File: src/rtl/connect4_pkg.sv
// connect4_pkg: Connect-4 board geometry, tile codes, board type and drop FSM states.
// Shared by board_state_ctrl and the screen drawer that renders the tile array.
package connect4_pkg;

  localparam int ROWS  = 6;
  localparam int COLS  = 7;
  localparam int CELLS = ROWS * COLS;

  typedef enum logic [1:0] {
    TILE_EMPTY = 2'd0,
    TILE_P1    = 2'd1,
    TILE_P2    = 2'd2
  } tile_t;

  // Row 0 is the top of the screen, column 0 the left edge.
  typedef tile_t [0:ROWS-1][0:COLS-1] board_t;

  typedef enum logic [2:0] {
    ST_IDLE,
    ST_SCAN,
    ST_FALL,
    ST_COMMIT,
    ST_ERR,
    ST_DONE
  } drop_state_t;

  function automatic board_t empty_board();
    board_t b;
    for (int r = 0; r < ROWS; r++) begin
      for (int c = 0; c < COLS; c++) begin
        b[r[2:0]][c[2:0]] = TILE_EMPTY;
      end
    end
    return b;
  endfunction

endpackage

File: src/rtl/board_state_ctrl_if.sv
// board_state_ctrl_if: column-drop request/response handshake between a move source
// (master) and the board controller (slave).
interface board_state_ctrl_if;

  logic       drop_valid;
  logic [2:0] drop_col;
  logic       drop_ready;
  logic       drop_done;
  logic       drop_err;

  modport master (
    output drop_valid, drop_col,
    input  drop_ready, drop_done, drop_err
  );

  modport slave (
    input  drop_valid, drop_col,
    output drop_ready, drop_done, drop_err
  );

endinterface

File: src/rtl/tile_overlay.sv
// tile_overlay: merges the falling token into the board image for display.
// Only present when DROP_ANIM_EN is defined.
`ifdef DROP_ANIM_EN
module tile_overlay
  import connect4_pkg::*;
(
  input  board_t     board,
  input  logic       overlay_en,
  input  logic [2:0] row,
  input  logic [2:0] col,
  input  tile_t      player,
  output board_t     merged
);

  // Cells above the landing row are always empty, so painting the token over them is the same as OR-ing it in.
  always_comb begin
    merged = board;
    if (overlay_en) begin
      merged[row][col] = player;
    end
  end

endmodule
`endif

File: src/rtl/board_state_ctrl.sv
// board_state_ctrl: owns the Connect-4 board, accepts column drops, finds the landing row
// with a one-row-per-cycle gravity scan, commits the token and alternates players.
// Optional feature macro: DROP_ANIM_EN adds a frame_tick driven falling-token animation.
module board_state_ctrl
  import connect4_pkg::*;
#(
  parameter int FALL_TICKS = 1
) (
  input  logic                     clk,
  input  logic                     reset,
  input  logic                     new_game,
  board_state_ctrl_if.slave        drop_if,
  input  logic                     frame_tick,
  output board_t                   tiles,
  output logic [1:0]               cur_player,
  output logic [5:0]               move_count,
  output logic                     board_full
);

  drop_state_t state;
  board_t      board;
  tile_t       player;
  logic [5:0]  count_q;
  logic [2:0]  col_q;
  logic [2:0]  row_ptr;
  logic [2:0]  land_row;
  logic        done_q;
  logic        err_q;

`ifdef DROP_ANIM_EN
  logic [2:0]  fall_row;
  logic [7:0]  tick_cnt;
  logic        overlay_en;
  board_t      merged;
  board_t      tiles_q;
`endif

  assign drop_if.drop_ready = (state == ST_IDLE) && !new_game;
  assign drop_if.drop_done  = done_q;
  assign drop_if.drop_err   = err_q;
  assign cur_player         = player;
  assign move_count         = count_q;
  assign board_full         = (count_q == 6'(CELLS));

  // Drop FSM: accept, scan upward from the bottom, optionally animate, commit, then pulse the result.
  // ST_COMMIT and ST_ERR each load their result pulse so it is visible while in ST_DONE.
  always_ff @(posedge clk or negedge reset) begin
    if (!reset) begin
      state    <= ST_IDLE;
      board    <= empty_board();
      player   <= TILE_P1;
      count_q  <= '0;
      col_q    <= '0;
      row_ptr  <= '0;
      land_row <= '0;
      done_q   <= 1'b0;
      err_q    <= 1'b0;
`ifdef DROP_ANIM_EN
      fall_row <= '0;
      tick_cnt <= '0;
`endif
    end else if (new_game) begin
      state    <= ST_IDLE;
      board    <= empty_board();
      player   <= TILE_P1;
      count_q  <= '0;
      done_q   <= 1'b0;
      err_q    <= 1'b0;
`ifdef DROP_ANIM_EN
      fall_row <= '0;
      tick_cnt <= '0;
`endif
    end else begin
      done_q <= 1'b0;
      err_q  <= 1'b0;
      case (state)
        ST_IDLE: begin
          if (drop_if.drop_valid) begin
            col_q   <= drop_if.drop_col;
            row_ptr <= 3'(ROWS - 1);
            state   <= (drop_if.drop_col >= 3'(COLS)) ? ST_ERR : ST_SCAN;
          end
        end
        ST_SCAN: begin
          if (board[row_ptr][col_q] == TILE_EMPTY) begin
            land_row <= row_ptr;
`ifdef DROP_ANIM_EN
            fall_row <= '0;
            tick_cnt <= '0;
            state    <= ST_FALL;
`else
            state    <= ST_COMMIT;
`endif
          end else if (row_ptr != 3'd0) begin
            row_ptr <= row_ptr - 3'd1;
          end else begin
            state <= ST_ERR;
          end
        end
`ifdef DROP_ANIM_EN
        ST_FALL: begin
          if (fall_row == land_row) begin
            state <= ST_COMMIT;
          end else if (frame_tick) begin
            if (tick_cnt == 8'(FALL_TICKS - 1)) begin
              tick_cnt <= '0;
              fall_row <= fall_row + 3'd1;
            end else begin
              tick_cnt <= tick_cnt + 8'd1;
            end
          end
        end
`endif
        ST_COMMIT: begin
          board[land_row][col_q] <= player;
          player <= (player == TILE_P1) ? TILE_P2 : TILE_P1;
          if (count_q != 6'(CELLS)) begin
            count_q <= count_q + 6'd1;
          end
          done_q <= 1'b1;
          state  <= ST_DONE;
        end
        ST_ERR: begin
          err_q <= 1'b1;
          state <= ST_DONE;
        end
        ST_DONE: begin
          state <= ST_IDLE;
        end
        default: begin
          state <= ST_IDLE;
        end
      endcase
    end
  end

`ifdef DROP_ANIM_EN
  assign overlay_en = (state == ST_FALL) || (state == ST_COMMIT);

  tile_overlay u_overlay (
    .board      (board),
    .overlay_en (overlay_en),
    .row        (fall_row),
    .col        (col_q),
    .player     (player),
    .merged     (merged)
  );

  // Register the merged image so the display sees a glitch-free board; new_game drops the overlay at once.
  always_ff @(posedge clk or negedge reset) begin
    if (!reset) begin
      tiles_q <= empty_board();
    end else if (new_game) begin
      tiles_q <= empty_board();
    end else begin
      tiles_q <= merged;
    end
  end

  assign tiles = tiles_q;
`else
  logic unused_anim;
  assign unused_anim = frame_tick ^ (FALL_TICKS > 0);
  assign tiles       = board;
`endif

endmodule

File: src/flat_wrapper.sv
// flat-port wrapper written by rule: the top's interface ports become plain ports
module board_state_ctrl_flat import connect4_pkg::*;
#(
  parameter int FALL_TICKS = 1
)
  (clk, reset, new_game, frame_tick, tiles, cur_player, move_count, board_full, drop_if_drop_valid, drop_if_drop_col, drop_if_drop_ready, drop_if_drop_done, drop_if_drop_err);
  board_state_ctrl_if drop_if_i ();
  input  logic clk;
  input  logic reset;
  input  logic new_game;
  input  logic frame_tick;
  output board_t tiles;
  output logic [1:0] cur_player;
  output logic [5:0] move_count;
  output logic board_full;
  input wire logic [$bits(drop_if_i.drop_valid)-1:0] drop_if_drop_valid;
  input wire logic [$bits(drop_if_i.drop_col)-1:0] drop_if_drop_col;
  output wire logic [$bits(drop_if_i.drop_ready)-1:0] drop_if_drop_ready;
  output wire logic [$bits(drop_if_i.drop_done)-1:0] drop_if_drop_done;
  output wire logic [$bits(drop_if_i.drop_err)-1:0] drop_if_drop_err;
  assign drop_if_i.drop_valid = drop_if_drop_valid;
  assign drop_if_i.drop_col = drop_if_drop_col;
  assign drop_if_drop_ready = drop_if_i.drop_ready;
  assign drop_if_drop_done = drop_if_i.drop_done;
  assign drop_if_drop_err = drop_if_i.drop_err;
  board_state_ctrl #(.FALL_TICKS(FALL_TICKS)) u_core (.clk(clk), .reset(reset), .new_game(new_game), .drop_if(drop_if_i), .frame_tick(frame_tick), .tiles(tiles), .cur_player(cur_player), .move_count(move_count), .board_full(board_full));
endmodule
File: config.mk
export PLATFORM = sky130hd
export DESIGN_NAME = board_state_ctrl_flat
export DESIGN_NICKNAME = d
export VERILOG_FILES = /design/src/rtl/connect4_pkg.sv /design/src/rtl/board_state_ctrl_if.sv /design/src/rtl/tile_overlay.sv /design/src/rtl/board_state_ctrl.sv /design/src/flat_wrapper.sv
export SDC_FILE = /design/constraint.sdc
export NUM_CORES = 1
export LEC_CHECK = 0
export BUFFER_PORTS_ARGS = -buffer_cell sky130_fd_sc_hd__clkbuf_2
export CAP_MARGIN = 20
export CORE_UTILIZATION = 35
export CTS_CLUSTER_DIAMETER = 50
export CTS_CLUSTER_SIZE = 25
export DETAILED_ROUTE_END_ITERATION = 6
export GPL_ROUTABILITY_DRIVEN = 0
export SLEW_MARGIN = 15
export SYNTH_ARGS = -nofsm -noshare
export SYNTH_HDL_FRONTEND = slang
export SYNTH_SLANG_ARGS = --single-unit
File: constraint.sdc
create_clock -name clk -period 3.1 [get_ports clk]
set_input_delay 0.465 -clock clk [delete_from_list [all_inputs] [get_ports clk]]
set_output_delay 0.465 -clock clk [all_outputs]
set_load 0.03 [all_outputs]
---- Word level (Yosys, flattened, before mapping) ----
Cells that the tools add are included.
operators by class
  add/sub/neg operators ................... 2
  order comparisons ....................... 6
  eq/ne operators ......................... 11
  mux-type cells .......................... 33
  bitwise gates (word level) .............. 4
  reduce and logical (&&, ||, !) cells .... 16
operators with widths
  kind                                                                          count
  84-bit 2-to-1 mux                                                             2
  84-bit bitwise mux                                                            1
  14-bit binary-select mux with 3-bit select                                    1
  14-bit demux with 3-bit select                                                1
  14-bit 2-to-1 mux                                                             3
  3-bit 2-to-1 mux                                                              8
  6-bit 2-to-1 mux                                                              3
  4-bit greater-or-equal comparator, second input constant                      3
  2-bit 2-to-1 mux                                                              6
  3-bit inverter with 4-bit output                                              3
  3-bit one-hot mux with 3 select lines                                         1
  4-bit by 1-bit less-than comparator with 1-bit output, second input constant  2
  6-bit by 1-bit adder with 6-bit output, second input constant                 1
  2-bit binary-select mux with 3-bit select                                     1
  2-bit demux with 3-bit select                                                 1
  6-bit == test, second input constant                                          1
  6-bit != test, second input constant                                          1
  3-bit one-hot mux with 2 select lines                                         1
  3-bit AND reduction                                                           2
  2-bit nonzero test                                                            3
  5-bit AND reduction                                                           1
  1-bit 2-to-1 mux                                                              4
  2-bit != test, second input constant                                          2
  4-bit by 3-bit != test with 1-bit output, second input constant               1
  16 further kinds                                                              19
word-level totals
  register bits after elaboration ......... 106
  bits of input ports ..................... 8
  output and inout port bits .............. 96
  word-level logic and storage cells ...... 122

---- Longest topological paths before layout ----
Gate-level depths: netlist (run 1).
  word-level depth ........................ 11
  depth in mapped cells ................... 10
  mapped depth without buffers ............ 8

---- Least setup slack after synthesis (run 1) ----
No wires, ideal clock.
  path kind ............................... register to register
  start point ............................. register u_core.state[1]
  end point ............................... register u_core.row_ptr[2]
  setup time .............................. 66 ps
  arrival time ............................ 2,571 ps
  data required time ...................... 3,034 ps
  path slack .............................. 463 ps
  stages on the path, launching flop included .. 8
  path buffers ............................ 1
  clock period less this slack ............ 2,637 ps
  cells stage by stage .................... dfrtp_1 clkbuf_1 nor4_1 nand2_1 o31ai_1 o21ai_0 a311o_1 nand2_1
on the way
  longest elaborated chain between the ends .. 3
  elaborated cells on any way between the ends .. 8
  those cells by class .................... eq/ne (4); mux (1); reduce/logical (3)
RTL lines
  what                                                                           line                    RTL
  start, declared                                                                board_state_ctrl.sv:20  drop_state_t state;
  start signal, assigned                                                         board_state_ctrl.sv:81  state <= (drop_if.drop_col >= 3'(COLS)) ? ST_ERR : ST_SCAN;
  3-bit by 1-bit == test with 1-bit output or 3-bit logical NOT (tied branches)  board_state_ctrl.sv:76  case (state)
  2-bit != test (no line) (tied with other cells)                                -
  5-bit AND reduction (no line)                                                  -
  end signal, assigned                                                           board_state_ctrl.sv:80  row_ptr <= 3'(ROWS - 1);
  end signal, assigned                                                           board_state_ctrl.sv:95  row_ptr <= row_ptr - 3'd1;
  end, declared                                                                  board_state_ctrl.sv:25  logic [2:0] row_ptr;
Several ways; a longest one is shown, not always the timed one.
A chain may end at the register's enable or synchronous reset.

---- Worst setup path after layout (run 1) ----
  start point ............................. register u_core.row_ptr[1]
  end point ............................... register u_core.row_ptr[0]
on the way
  longest elaborated chain between the ends .. 10
  elaborated cells on any way between the ends .. 12
  those cells by class .................... eq/ne (2); mux (6); bitwise (1); reduce/logical (3)
RTL lines
  what                                                    line                    RTL
  3-bit inverter with 4-bit output (implied by the code)  board_state_ctrl.sv:85  if (board[row_ptr][col_q] == TILE_EMPTY) begin
  14-bit binary-select mux with 3-bit select              board_state_ctrl.sv:85
  14-bit 2-to-1 mux (implied by the code) (2 in series)   board_state_ctrl.sv:85
  2-bit binary-select mux with 3-bit select               board_state_ctrl.sv:85
  2-bit 2-to-1 mux (implied by the code) (2 in series)    board_state_ctrl.sv:85
  2-bit logical NOT                                       board_state_ctrl.sv:85
  2-bit != test (no line)                                 -
  5-bit AND reduction (no line) *                         -
Mark *: on every way between the ends. The rest lies on a longest branch, timed or not. The select of a mux whose other input is x is not followed.

==> out/metrics.csv, run 1 <==
stage,metric,value,unit
global_route,Overflow after GRT,0,
sta,Hold WS,118.5,ps
sta,Slew headroom,30.08,%
logic_synthesis,syn_area_per_cell,8.889,sq um
global_route,GRT Util Overall,21.12,%
drt,initial DRC count,430,
logic_synthesis,Mapped Cells,621,
worst_setup_path,CP endpoint kind,flop,
power,Peak VDD IR,0.3199,mV
final_layout,fin nets,716,
drt,1st-pass router iterations,6,
clocking,Root Driver,clkbuf_16,
logic_synthesis,syn_nets,633,
placement,PortBufs,102,
sta,clk_skew,5.277,ps
logic_synthesis,"EDFF count, synth",0,
sta,Final Hold Fails,0,
placement,placed insts,904,
die,CORE AREA,0.01531,sq mm
drt,Via density,5.501,
die,row cnt,45,
hold_path,Hold Crit Class,input pin to async pin,
die,DIE AREA,0.01628,sq mm
sta,Final Max Tran Viols,0,
global_route,vias in the first global route,4673,
worst_setup_path,critical path type,flop to flop,
clocking,Sink Count,106,
sta,setup total negative slack,0,ps
drt,Avg WL per Cell,18.26,um
worst_setup_path,CP max FO,17,
logic_synthesis,Main synth FF type,dfrtp_1,
final_layout,Ant. Diodes,0,
clocking,Worst-Skew Late Latency,350,ps
worst_setup_path,worst path arrival time,3100,ps
die,die span in y,127.6,um
clocking,cts hold-fix bufs,0,
drt,total number of vias,5050,
power,Pwr per Cell Area,554.7,mW/mm^2
logic_synthesis,post-synthesis sequential area ratio,48.07,%
drt,number of remaining DRC errors,0,
clocking,postcts setup bufs,0,
sta,min cycle time layout,2836,ps
placement,dpl cell area,0.006198,sq mm
drt,Total Wirelength,16760,um
clocking,clk slew on worst S/H paths,60,ps
global_route,largest net degree at the start of global routing,51,
clocking,CTS Buffer Depth,2,
outcome,outcome,"complete, no violations",
worst_setup_path,Worst Path Required,3360,ps
drt,Antenna Nets Post-Route,0,
sta,Final WS setup,263.7,ps
logic_synthesis,library cells used by synthesis,57,
placement,pre-CTS WS,366.5,ps
clocking,clock buffers created by TritonCTS,9,
sta,Setup-failing EPs final,0,
final_layout,share of layout cells above drive strength 1,22.21,%
final_layout,area delta synth->final,17.59,%
final_layout,post-route insts no fill,918,
sta,actual slew at the worst max-slew pin,1041,ps
clocking,H-tree levels,3,
die,number of top-level pins,104,
logic_synthesis,Synth Register Bits,106,
clocking,CTS tree,built,
global_route,global-route wire length before repair,26180,um
power,leakage,2.860,nW
sta,Final period util,91.49,%
sta,RSZ-0062 raised after global routing,no,
global_route,initial antenna violation count,0,
worst_setup_path,startpoint type of the worst setup path,flop,
job,Max-cap violations,0,
logic_synthesis,ys async rst share,100.0,%
die,DIE WIDTH,127.6,um
die,starting density of the core,36.05,%
clocking,PostCTS Resize Cnt,0,
logic_synthesis,Syn Std Cell Area,0.005520,sq mm
placement,DP Wirelength,11820,um
final_layout,post-layout instance area,0.006491,sq mm
logic_synthesis,warnings from Yosys,0,
sta,fmax,0.3526,GHz
layout make-up:
type / count / area, sq um
sequential: 106 / 2654
fill: 1559 / 8823
tap: 211 / 264.0
clock buffer: 11 / 252.7
inverter: 6 / 22.52
clock inverter: 3 / 40.04
multi-input combinational: 457 / 2580
timing repair buffer: 124 / 678.2
synth_stat cells (3+ instances only):
library cell | number | area, sq um
nor3_1 | 15 | 75.07
o31ai_1 | 4 | 30.03
nand2_1 | 105 | 394.1
nand4_1 | 4 | 25.02
a22oi_1 | 3 | 22.52
mux4_2 | 5 | 112.6
ha_1 | 4 | 50.05
nand3_1 | 36 | 180.2
a211oi_1 | 3 | 22.52
mux4_1 | 3 | 78.83
and3_1 | 5 | 31.28
buf_4 | 8 | 60.06
dfrtp_1 | 105 | 2628
a21oi_1 | 88 | 440.4
o21ai_0 | 56 | 280.3
mux2i_1 | 13 | 130.1
nand3b_1 | 3 | 22.52
or3_1 | 4 | 25.02
clkbuf_1 | 36 | 135.1
nor2_1 | 59 | 221.5
inv_1 | 6 | 22.52
buf_6 | 5 | 56.30
xor2_1 | 4 | 35.03
mux2_2 | 3 | 33.78
critical path, cell delays in order (launching register included):
cell	delay, ps
dfrtp_1	840
mux4_1	290
mux2i_1	100
or4b_4	500
o41ai_2	110
nor4_4	90
buf_4	170
a21oi_1	340
mux2i_1	290
state kept, by name, summed over array words and instances, names as in the netlist:
register / cells
u_core.tiles: 84
u_core.move_count: 6
u_core.col_q: 3
u_core.land_row: 3
u_core.row_ptr: 3
u_core.state: 3
u_core.cur_player: 2
u_core.drop_if.drop_done: 1
u_core.drop_if.drop_err: 1
where the power goes:
| part | internal, mW | switching (mW) | total [mW] |
|---|---|---|---|
| clock | 0.659 | 0.495 | 1.15 |
| combinational | 0.302 | 0.552 | 0.854 |
| sequential | 1.44 | 0.150 | 1.59 |
| total | 2.40 | 1.20 | 3.60 |
metrics by stage:
step | utilization, % | total power, mW
after global routing | 42.39 | 3.770
after floorplan | - | 2.205
after CTS | 42.39 | 3.612
final | 42.39 | 3.601
after detailed placement | 40.47 | 2.456
after global placement | 40.47 | 2.440
layer usage:
| metal | wire length, um | up-vias | track usage, % |
|---|---|---|---|
| li1 | - | 2337 | - |
| met1 | 7385 | 2494 | 28.92 |
| met5 | 0 | - | 0 |
| met2 | 8116 | 200 | 34.10 |
| met3 | 953 | 19 | 2.848 |
| met4 | 309 | 0 | 7.958 |
layout by cell type, fill, tap and decap left out, types with 3 or more instances in the layout:
master     instances
mux4_1             3
nand3_1           36
inv_1              6
mux2i_1           13
o31ai_1            4
nand4_1            4
xor2_1             4
o21ai_0           56
nor3_1            15
a22oi_1            3
and3_1             5
ha_1               4
nand3b_1           3
clkbuf_16          9
buf_4             23
a211oi_1           3
mux4_2             5
clkbuf_2         100
mux2_2             3
a21oi_1           88
nand2_1          105
nor2_1            59
dfrtp_1          105
or3_1              4
final timing paths:
check                               startpoint           endpoint  slack [ps]  cells after the start
min in group clk           drop_if_drop_col[2]    u_core.col_q[2]         390                      2
hold reg to reg               u_core.tiles[53]   u_core.tiles[53]         550                      2
setup / recovery             u_core.row_ptr[1]  u_core.row_ptr[0]         260                      8
max in group asynchronous                reset    u_core.tiles[1]        2050                      2
hold / removal                           reset   u_core.tiles[64]         120                      1
setup reg to reg             u_core.row_ptr[1]  u_core.row_ptr[0]         260                      8
cell families after synthesis:
kind of cell,after synthesis,share of synthesized area (%)
AOI/OAI and AO/OA,169,16.73
buffers and inverters,58,5.190
adders and majority gates,4,0.9067
DFF,106,48.07
muxes,26,6.981
xor gates and xnor gates,5,0.7933
and+or+nand+nor,253,21.33
No activity file was read; power rests on OpenSTA's default activity.
==> run 2: changes to the inputs <==
PLACE_DENSITY = 0.66   (was default)
REMOVE_ABC_BUFFERS = 1   (was default)
clock period = 2.64 ns   (was 3.1 ns; I/O delays follow)
==> out/metrics.csv, run 2 (synthesized netlist as in run 1, its figures left out) <==
stage,metric,value,unit
outcome,outcome,"complete, no violations",
final_layout,Ant. Diodes,0,
final_layout,max FFs per register,84,
global_route,Overflow after GRT,0,
worst_setup_path,Worst setup startpoint,u_core.row_ptr[0],
power,Peak VDD IR,0.4231,mV
worst_setup_path,R2R Path End,u_core.land_row[1],
final_layout,fin nets,726,
drt,Via density,5.433,
worst_setup_path,R2R depth,8,
die,row cnt,45,
worst_setup_path,Worst Setup EP,u_core.land_row[1],
global_route,global-route wire length before repair,26410,um
drt,Avg WL per Cell,17.76,um
power,leakage,2.909,nW
placement,DP Wirelength,11540,um
drt,Total Wirelength,16500,um
sta,actual slew at the worst max-slew pin,848.6,ps
sta,min cycle time layout,2532,ps
hold_path,Hold Crit Class,input pin to async pin,
placement,PortBufs,102,
clocking,Worst-Skew Late Latency,360,ps
clocking,CTS Buffer Depth,2,
global_route,vias in the first global route,4748,
final_layout,area delta synth->final,19.38,%
final_layout,share of layout cells above drive strength 1,23.26,%
worst_setup_path,Worst Path Required,2890,ps
power,Pwr per Cell Area,660.0,mW/mm^2
die,number of top-level pins,104,
die,DIE WIDTH,127.6,um
worst_setup_path,launching point of the worst reg2reg path,u_core.row_ptr[0],
worst_setup_path,worst path arrival time,2780,ps
drt,Antenna Nets Post-Route,0,
die,starting density of the core,36.05,%
clocking,Sink Count,106,
worst_setup_path,CP endpoint kind,flop,
sta,Final Max Tran Viols,0,
clocking,CTS tree,built,
sta,Slew headroom,43.42,%
global_route,GRT Util Overall,21.11,%
power,overall power,4.350,mW
drt,total number of vias,5047,
worst_setup_path,R2R Setup Slk,110,ps
global_route,initial antenna violation count,0,
clocking,clock buffers created by TritonCTS,9,
worst_setup_path,critical path type,flop to flop,
clocking,H-tree levels,3,
clocking,cts hold-fix bufs,0,
sta,Final Hold Fails,0,
die,CORE AREA,0.01531,sq mm
sta,Setup-failing EPs final,0,
worst_setup_path,CP max FO,25,
drt,initial DRC count,404,
final_layout,most frequent cells in the layout,"105 x nand2_1, 105 x dfrtp_1, 100 x clkbuf_2",
die,DIE AREA,0.01628,sq mm
sta,fmax,0.3950,GHz
sta,setup total negative slack,0,ps
final_layout,FILL cells,1562,
sta,RSZ-0062 raised after global routing,no,
worst_setup_path,startpoint type of the worst setup path,flop,
die,die span in y,127.6,um
global_route,largest net degree at the start of global routing,81,
sta,Final period util,95.90,%
drt,1st-pass router iterations,5,
drt,number of remaining DRC errors,0,
clocking,clk slew on worst S/H paths,80,ps
sta,clk_skew,15.57,ps
clocking,Root Driver,clkbuf_16,
job,Max-cap violations,0,
[run 2: cell types whose count changed in the layout (fill, tap and decap cells not counted), sizes merged]
cell	change
clkinvlp	+2
inv	+2
clkinv	-2
clkbuf	-1
buf	+10
[run 2: worst min-delay path by stage]
| stage | end | slack, ps | start | depth (start not counted) |
|---|---|---|---|---|
| after global placement | u_core.move_count[0] | 470 | reset | 1 |
| after global routing | u_core.move_count[1] | 120 | reset | 1 |
| final | u_core.move_count[1] | 80 | reset | 1 |
| after CTS | u_core.move_count[1] | 100 | reset | 1 |
| after floorplan | u_core.col_q[0] | 100 | reset | 0 |
| after detailed placement | u_core.move_count[1] | 480 | reset | 1 |
[run 2: critical path, cell delays in order (launching register included)]
cell	delay, ps
dfrtp_1	390
buf_12	190
mux4_1	600
mux2i_1	170
or4b_4	140
o41ai_2	80
nor4_4	230
and3_1	300
mux2_4	320
[run 2: metrics by stage]
| step | area (sq um) | instances | setup WS [ps] | utilization, % | hold WS [ps] |
|---|---|---|---|---|---|
| floorplan | 5256 | 569 | -231.1 | - | 100.4 |
| global placement | 6299 | 914 | 131.7 | 41.13 | 470.3 |
| detailed placement | 6299 | 914 | 112.8 | 41.13 | 475.8 |
| CTS | 6590 | 929 | 107.0 | 43.03 | 95.15 |
| global route | 6590 | 929 | 18.06 | 43.03 | 118.6 |
| finish | 6590 | 929 | 108.2 | 43.03 | 78.99 |
[run 2: what timing repair did]
| action | in CTS | in global routing |
|---|---|---|
| endpoints found under the setup margin | 0 | 2 |
| endpoints found under the hold margin | 0 | 0 |
| gates resized for setup | 0 | 1 |
| buffers inserted | 0 | 0 |
[run 2: layout make-up]
class / instances / area, sq um / area share [%]
Sequential cell: 106 / 2654 / 40.27
Multi-Input combinational cell: 457 / 2580 / 39.15
Timing Repair Buffer: 134 / 778.2 / 11.81
Tap cell: 211 / 264.0 / 4.006
Clock buffer: 10 / 229.0 / 3.474
Clock inverter: 5 / 62.56 / 0.9493
Inverter: 6 / 22.52 / 0.3418
[run 2: layer usage]
metal | global-route usage (%) | wire length (um)
met5 | 0 | 0
met4 | 5.882 | 236
met3 | 5.067 | 1129
met2 | 33.33 | 7703
met1 | 28.96 | 7427
[run 2: power breakdown]
part / internal, mW / total [mW] / switching [mW]
clock network: 0.739 / 1.38 / 0.639
logic: 0.424 / 1.11 / 0.691
registers: 1.69 / 1.86 / 0.164
==> run 3: changes to the inputs <==
CORE_UTILIZATION = 50   (was 35)
PLACE_DENSITY = 0.84   (was 0.66)
==> out/metrics.csv, run 3 (synthesized netlist as in run 1, its figures left out) <==
stage,metric,value,unit
outcome,outcome,"complete, no violations",
power,leakage,2.868,nW
sta,Final Max Tran Viols,0,
sta,setup total negative slack,0,ps
job,Max-cap violations,0,
worst_setup_path,R2R Setup Slk,140,ps
worst_setup_path,CP max FO,17,
global_route,largest net degree at the start of global routing,107,
worst_setup_path,R2R depth,6,
worst_setup_path,launching point of the worst reg2reg path,u_core.row_ptr[0],
final_layout,share of layout cells above drive strength 1,23.85,%
clocking,H-tree levels,3,
die,CORE AREA,0.01051,sq mm
clocking,cts hold-fix bufs,0,
worst_setup_path,R2R Path End,u_core.land_row[1],
drt,total number of vias,5250,
sta,Final period util,94.66,%
final_layout,FILL cells,866,
final_layout,Ant. Diodes,0,
worst_setup_path,Worst Path Required,2910,ps
drt,number of remaining DRC errors,0,
clocking,CTS tree,built,
power,overall power,4.006,mW
final_layout,"most common cell after layout, fill and taps aside",nand2_1,
worst_setup_path,startpoint type of the worst setup path,flop,
drt,Antenna Nets Post-Route,0,
hold_path,Hold Crit Class,input pin to async pin,
power,Pwr per Cell Area,625.7,mW/mm^2
worst_setup_path,CP endpoint kind,flop,
global_route,GRT Util Overall,28.70,%
drt,Total Wirelength,15910,um
global_route,global-route wire length before repair,25340,um
worst_setup_path,max incr delay on CP,530,ps
worst_setup_path,CP Cell Sequence,"buf_4, mux4_2, a22oi_1, a41o_1, and3_1, mux2_4",
global_route,initial antenna violation count,0,
clocking,postcts setup bufs,0,
die,number of top-level pins,104,
clocking,clock buffers created by TritonCTS,9,
clocking,clk slew on worst S/H paths,100,ps
clocking,Root Driver,clkbuf_8,
clocking,CTS Buffer Depth,2,
die,row cnt,37,
drt,1st-pass router iterations,5,
sta,fmax,0.4002,GHz
die,DIE AREA,0.01147,sq mm
power,Peak VDD IR,0.3306,mV
sta,Setup-failing EPs final,0,
worst_setup_path,worst path arrival time,2770,ps
final_layout,max FFs per register,84,
clocking,Sink Count,106,
final_layout,post-route insts no fill,853,
sta,RSZ-0062 raised after global routing,no,
drt,Avg WL per Cell,18.65,um
global_route,vias in the first global route,5056,
final_layout,fin nets,724,
final_layout,multi-input combinational cell area,0.002590,sq mm
worst_setup_path,crit-path leading delay family,multiplexers,
drt,initial DRC count,432,
final_layout,Sequential Area,0.002656,sq mm
sta,Final Hold Fails,0,
placement,DP Wirelength,10810,um
drt,Via density,6.155,
final_layout,area delta synth->final,15.98,%
clocking,Worst-Skew Late Latency,380,ps
sta,clk_skew,12.84,ps
placement,placed insts,837,
worst_setup_path,WP buf/inv,1,
sta,Slew headroom,35.03,%
worst_setup_path,Worst path slowest cell,mux4_2,
die,DIE WIDTH,107.1,um
final_layout,most frequent cells in the layout,"105 x nand2_1, 103 x dfrtp_1, 100 x clkbuf_2",
sta,actual slew at the worst max-slew pin,974.6,ps
clocking,PostCTS Resize Cnt,0,
die,die span in y,107.1,um
die,starting density of the core,52.53,%
sta,min cycle time layout,2499,ps
worst_setup_path,critical path type,flop to flop,
global_route,Overflow after GRT,0,
placement,PortBufs,102,
==> run 3: cell types whose count changed in the layout (fill, tap and decap cells not counted), sizes merged <==
cell      change
buf           -2
clkbuf        +1
clkinv        +3
clkinvlp      -2
inv           -1
==> run 3: layout make-up <==
class	count	share of cell area, %
Clock buffer	11	2.365
Clock inverter	5	0.9576
Inverter	6	0.3518
Multi-Input combinational cell	457	40.45
Sequential cell	106	41.49
Tap cell	136	2.658
Timing Repair Buffer	132	11.73
==> run 3: worst max path at each step <==
stage | from | end | slack [ps] | cells after the start
after detailed placement | u_core.row_ptr[0] | u_core.land_row[0] | 60 | 8
after global routing | u_core.row_ptr[0] | u_core.land_row[1] | 30 | 7
after CTS | u_core.row_ptr[0] | u_core.land_row[1] | 50 | 8
after global placement | u_core.row_ptr[0] | u_core.land_row[1] | 160 | 8
final | u_core.row_ptr[0] | u_core.land_row[1] | 140 | 6
after floorplan | u_core.row_ptr[0] | u_core.land_row[0] | -230 | 7
==> run 3: metal layers <==
layer | global-route usage [%] | share of wire [%] | up-vias
met5 | 0 | 0 | -
li1 | - | - | 2345
met3 | 4.742 | 8.6 | 44
met1 | 37.96 | 39 | 2558
met4 | 13.50 | 2.8 | 0
met2 | 46.18 | 49 | 303
==> run 3: worst reg2reg max path, cell delays in order (launching register included) <==
cell	delay (ps)
dfrtp_2	490
buf_4	300
mux4_2	540
a22oi_1	250
a41o_1	230
and3_1	280
mux2_4	320
==> run 3: power breakdown <==
group	total [mW]	leakage (nW)	internal (mW)	switching [mW]
Clock	1.07	0.110	0.496	0.574
Combinational	1.05	1.30	0.393	0.656
Sequential	1.89	1.45	1.70	0.189
==> run 3: metrics by stage <==
step           worst slack, ps  instance area (sq um)  util, %  hold WS [ps]
2_1_floorplan           -231.1                   5256        -         100.4
3_3_place_gp             157.7                   6177    58.78         501.9
3_5_place_dp             62.11                   6177    58.78         517.5
4_1_cts                  53.20                   6390    60.80         106.0
5_1_grt                  29.77                   6402    60.92         101.0
6_report                 141.0                   6402    60.92         41.30
